## config.mk

```make
export PLATFORM = sky130hd
export DESIGN_NAME = instruction_sequencer
export DESIGN_NICKNAME = d
export VERILOG_FILES = /design/src/rtl/instruction_sequencer.sv
export SDC_FILE = /design/constraint.sdc
export NUM_CORES = 1
export LEC_CHECK = 0
export BUFFER_PORTS_ARGS = -buffer_cell sky130_fd_sc_hd__buf_2
export CELL_PAD_IN_SITES_DETAIL_PLACEMENT = 1
export CELL_PAD_IN_SITES_GLOBAL_PLACEMENT = 2
export CORE_ASPECT_RATIO = 0.7
export CORE_UTILIZATION = 49
export DETAILED_ROUTE_END_ITERATION = 10
export GPL_TIMING_DRIVEN = 0
export PLACE_DENSITY = 0.82
export SYNTH_ARGS = -nofsm -noshare
export SYNTH_HDL_FRONTEND = slang
export SYNTH_SLANG_ARGS = --single-unit
```

## constraint.sdc

```tcl
create_clock -name Clock -period 9 [get_ports Clock]
set_input_delay 0.9 -clock Clock [delete_from_list [all_inputs] [get_ports Clock]]
set_output_delay 0.9 -clock Clock [all_outputs]
set_load 0.005 [all_outputs]
```

## src/rtl/instruction_sequencer.sv

```systemverilog
// Program store plus fetch sequencer feeding the executor one opcode per Done handshake.
// Optional single-step mode (PAUSE state, Step input) is enabled by defining SINGLE_STEP_EN.
module instruction_sequencer #(
    parameter int                 OP_LEN  = 20,
    parameter int                 PC_W    = 4,
    parameter logic [OP_LEN-1:0]  HALT_OP = 20'hFFFFF
) (
    input  logic              Clock,
    input  logic              ResetN,
    input  logic              LoadEn,
    input  logic [PC_W-1:0]   LoadAddr,
    input  logic [OP_LEN-1:0] LoadData,
    input  logic              Start,
    input  logic              Done,
`ifdef SINGLE_STEP_EN
    input  logic              Step,
`endif
    output logic [OP_LEN-1:0] OpCode,
    output logic              OpValid,
    output logic [PC_W-1:0]   Pc,
    output logic              Busy,
    output logic              Halted
);

    localparam int DEPTH = 2 ** PC_W;

    typedef enum logic [2:0] {
        S_IDLE   = 3'd0,
        S_FETCH  = 3'd1,
        S_WAIT   = 3'd2,
        S_HALTED = 3'd3,
        S_PAUSE  = 3'd4
    } state_t;

    state_t              state_q;
    logic [OP_LEN-1:0]   store_q [DEPTH];
    logic [OP_LEN-1:0]   opcode_q;
    logic                opvalid_q;
    logic [PC_W-1:0]     pc_q;
    logic                busy_q;
    logic                halted_q;
    logic [OP_LEN-1:0]   word_d;

    assign word_d = store_q[pc_q];

    always_ff @(posedge Clock) begin
        if (!ResetN) begin
            state_q   <= S_IDLE;
            opcode_q  <= '0;
            opvalid_q <= 1'b0;
            pc_q      <= '0;
            busy_q    <= 1'b0;
            halted_q  <= 1'b0;
            for (int i = 0; i < DEPTH; i++) begin
                store_q[i] <= HALT_OP;
            end
        end else begin
            case (state_q)
                S_IDLE, S_HALTED: begin
                    // A load in the same cycle as Start takes priority; Start is dropped.
                    if (LoadEn) begin
                        store_q[LoadAddr] <= LoadData;
                    end else if (Start) begin
                        pc_q     <= '0;
                        state_q  <= S_FETCH;
                        busy_q   <= 1'b1;
                        halted_q <= 1'b0;
                    end
                end
                S_FETCH: begin
                    if (word_d == HALT_OP) begin
                        state_q  <= S_HALTED;
                        busy_q   <= 1'b0;
                        halted_q <= 1'b1;
                    end else begin
                        opcode_q  <= word_d;
                        opvalid_q <= 1'b1;
                        state_q   <= S_WAIT;
                    end
                end
                S_WAIT: begin
                    if (Done) begin
                        opvalid_q <= 1'b0;
                        pc_q      <= pc_q + PC_W'(1);
`ifdef SINGLE_STEP_EN
                        state_q   <= S_PAUSE;
`else
                        state_q   <= S_FETCH;
`endif
                    end
                end
`ifdef SINGLE_STEP_EN
                S_PAUSE: begin
                    if (Step) begin
                        state_q <= S_FETCH;
                    end
                end
`endif
                default: begin
                    state_q   <= S_IDLE;
                    opvalid_q <= 1'b0;
                    busy_q    <= 1'b0;
                    halted_q  <= 1'b0;
                end
            endcase
        end
    end

    assign OpCode  = opcode_q;
    assign OpValid = opvalid_q;
    assign Pc      = pc_q;
    assign Busy    = busy_q;
    assign Halted  = halted_q;

endmodule

```

# After elaboration in Yosys (flattened, before gate mapping)
# Memories as Yosys holds them, arrays and structs flattened. A register that Yosys moved wholly into a read port is not among the register bits.
# Index checks and enable logic that the tools add are counted.
dict set report word_totals {
  regBits 30
  latch_bits 0
  ram_bits 320
  mem_bits_ro 0
  inputBits 29
  out_inout_bits 27
  wordCells 59
  mem_count 1
}
# memory depth width rd rd_clocked_by_memory_dff write_ports line_no
set memory_table {}
lappend memory_table {store_q 16 20 1 1 16 36} ;# logic [OP_LEN-1:0] store_q [DEPTH];
dict set report classes {
  add_sub_neg 1
  n_mul 0
  div_mod_pow 0
  n_lt_le_gt_ge 0
  eq_ne 9
  n_shift 0
  mux 30
  bitwise 3
  reduce_logical 9
}
# operator n
set ops {}
lappend ops {{$mux W4} 6}
lappend ops {{$eq A20 B20 Y1 const B} 1}
lappend ops {{$mux W20} 1}
lappend ops {{$reduce_or A20 Y1} 1}
lappend ops {{$mux W1} 15}
lappend ops {{$ne A2 B2 Y1 const B} 5}
lappend ops {{$mux W3} 3}
lappend ops {{$pmux W1 S3} 3}
lappend ops {{$pmux W3 S3} 1}
lappend ops {{$pmux W4 S2} 1}
lappend ops {{$reduce_and A4 Y1} 2}
lappend ops {{$eq A3 B2 Y1 const B} 2}
lappend ops {{$reduce_and A3 Y1} 2}
lappend ops {{$add A4 B1 Y4 const B} 1}
lappend ops {{$eq A3 B1 Y1 const B} 1}
lappend ops {{$logic_not A3 Y1} 1}
lappend ops {{$not A1 Y1} 3}
lappend ops {{$reduce_and A2 Y1} 1}
lappend ops {{$reduce_bool A2 Y1} 1}
lappend ops {{$reduce_or A2 Y1} 1}

# Logic depth before layout (Yosys ltp)
dict set report logic_depth {
  word_depth 7
  depth_mapped 12
  depth_no_buf 9
}

# Least setup slack after synthesis
# No wires, ideal clock.
dict set report synth_timing {
  path_kind {input-to-reg}
  from {input ResetN}
  to {memory store_q[13][0], enable pin}
  setup_ns 0.425
  arrival_ns 2.954
  required_time_ns 8.575
  slack_ns 5.622
  path_stages 5
  n_path_buf 1
  path_cell_list {nand3_1 > nor2_1 > nand2_1 > clkbuf_1 > o21ai_0}
}
# item line_no
set synth_lines {}
lappend synth_lines {{from (decl)} 9} ;# input logic ResetN,
lappend synth_lines {{to (decl)} 36}

==> run metrics <==
most used cell, CP=nand3_1; asr flop ratio synth=0; Worst path top cell family by delay=simple AND/OR/NAND/NOR gates; Crit Path Max Fanout=20; Synth Flop Type=edfxtp_1; largest net degree at the start of global routing=21; hold_buf cts=0; endpoints failing setup=0; CTS tree=built; clk root buf=clkbuf_16; Avg Vias per Cell=6.32; starting density of the core=0.497; chip width=218 um; FF-to-FF End=store_q[14][2]; Design Power=3570 uW; Tcrit/Tclk final=0.476; multi-input logic area=5220 um^2; Max IR drop VDD=0.113 mV; Fin Setup TNS=0 ns; Mean Syn Cell Area=14.7 um^2; Crit Path Class=reg2reg; Total GRT Usage=0.317; RR Startpoint=state_q[0]; Final Skew=0.0200 ns; clock buffer count from CTS=37; Nets=1215; Fmax=233 MHz; Hold Path Cell Cnt=2; Clock Tree Buf Depth=3; post-synth design cell area=16000 um^2; Worst setup EP type=register; Core Footprint=32300 um^2; I/O pin count=56; die area=33500 um^2; worst-skew pair later-pin latency=0.53 ns; Critical Path Slowest Stage Cell=nand2_1; commonest non-fill, non-tap cells in the layout=edfxtp_1 (320), or2_2 (166), or3_1 (120); RSZ-0062 raised after global routing=false; most common cell after layout, fill and taps aside=edfxtp_1; worst rel slew slack=0.0767; register area=10300 um^2; Routed WL per cell=31.6 um; hold_sp=OpCode[18]; # fillers=3098; Syn-to-layout area delta=12.7%; share of cells above drive strength 1=0.293; Post-DP HPWL=35000 um; post-synthesis register bit count=353; FP Rows=55; first drt pass iteration count=5; total global routing overflow=0; CP Launch Type=register; H-tree levels=2; Cell Area, Placed=16900 um^2; Hold WS=0.451 ns; CTS sink count=353; Worst Reg-to-Reg Cells=7; leading area contributor after synthesis=edfxtp_1; synthesized net count=1120; initial DRC count=1176; Syn Inst Count=1088; routing usage on met1=0.464; max incr delay on CP=1.10 ns; sequential fraction of the synthesis area=0.641; first-pass GRT wire length=74400 um; slew at the pin with the worst max-slew slack=1.38 ns; final hold viol count=0; Max Cap Viol=0; PwrDens=198 nW/um^2; chip height=153 um; area share of the largest cell type after synthesis=0.599; postcts setup bufs=0; antenna violations before repair=0; R2R Setup Slk=4.72 ns; routed via count=10300; clock-pin slew on the worst setup and hold paths=0.06 ns; gr busiest metal=met1; drt drc=0; CTS resizes=0; YS warnings=0; Hold EP=OpCode[18]; worst-path cell chain=inv_1 -> ha_1 -> nand3_1 -> nor3_1 -> nand3_1 -> clkbuf_1 -> nand2_1; vias in the first global route=10500; min Tclk post-route=4.28 ns; status=complete, no violations; Final Max Tran Viols=0; global placer's final weighted congestion=0.883; WP data arrival=4.41 ns; EDFF count, synth=320; final core occ=0.560; final wirelength=51700 um; HP Class=reg2reg; leakage=0.00463 uW; Critical path buffers and inverters=2; Area contributors post-synth=edfxtp_1 (60%), mux4_2 (7.0%), or2_2 (6.5%); Finished Cell Area=18100 um^2; met3 usage in global routing=0.112; Port Buffers=53; count of different cell masters after synthesis=46; WP data required=9.13 ns; met2 Use GR=0.448; post-route ant nets=0
==> kinds of logic after synthesis <==
family | share of synthesized area
adder cells (fa/ha/maj) | 0.00234
flip-flops | 0.641
multiplexers | 0.122
XOR/XNOR | 0.00109
buffers and inverters | 0.0367
AND/OR/NAND/NOR | 0.153
AO/OA/AOI/OAI | 0.0444
==> metal layers <==
metal | up-vias | share of wire
met1 | 5367 | 0.42
met2 | 560 | 0.43
met5 | - | 0.0028
met4 | 2 | 0.020
li1 | 4322 | -
met3 | 81 | 0.13
==> stage by stage <==
step,worst slack (ns),cells
after global placement,3.09,1568
final,4.72,1636
after floorplan,5.62,1088
after CTS,4.87,1635
after detailed placement,4.73,1571
after global routing,4.55,1635
==> worst max-delay path by stage <==
stage                           endpoint        from  slack, ns  depth (start not counted)
after global placement    store_q[12][2]      ResetN       3.09                          6
after global routing      store_q[14][2]  state_q[0]       4.55                          7
after detailed placement   store_q[0][2]      ResetN       4.73                          7
after CTS                  store_q[0][6]  state_q[0]       4.87                          8
final                     store_q[14][2]  state_q[0]       4.72                          7
after floorplan           store_q[13][0]      ResetN       5.62                          5
==> synth_stat cells (3+ instances only) <==
cell	n
a22oi_1	20
mux4_1	16
or3_1	120
nand2_1	49
o21bai_1	4
o21ai_0	14
o221a_2	3
mux4_2	50
a31oi_1	3
ha_1	3
nor3_1	5
a22o_1	7
buf_12	6
edfxtp_1	320
or2_2	166
dfxtp_1	33
a21oi_1	5
inv_1	10
buf_6	5
nand3_1	4
buf_2	8
nor2b_1	7
o21a_1	7
a221oi_1	20
buf_4	5
clkbuf_1	79
nor2_1	11
mux2i_1	41
nand2b_1	45
==> power by group <==
group	internal [uW]	total, uW	switching [uW]
Clock	840	1500	655
Sequential	1800	1810	9.11
Combinational	78.8	263	184
==> registers in the layout (all words and copies together), names as in the netlist, named ones only <==
| register | count |
|---|---|
| Halted | 1 |
| Busy | 1 |
| store_q | 320 |
| OpValid | 1 |
| OpCode | 20 |
| Pc | 4 |
| state_q | 2 |
==> worst min-delay path, cell delays in order (launching register included) <==
cell     delay [ns]
dfxtp_1        0.31
nand2_1        0.05
o21ai_1        0.05
==> area by class of cell <==
class,instances,share of cell area
Inverter,10,0.00208
Timing Repair Buffer,56,0.0179
Clock inverter,21,0.00997
Multi-Input combinational cell,622,0.289
Clock buffer,43,0.0525
Antenna cell,1,0.000139
Sequential cell,353,0.569
Buffer,103,0.0305
Tap cell,427,0.0296
Power figures use the tool's default switching activity.
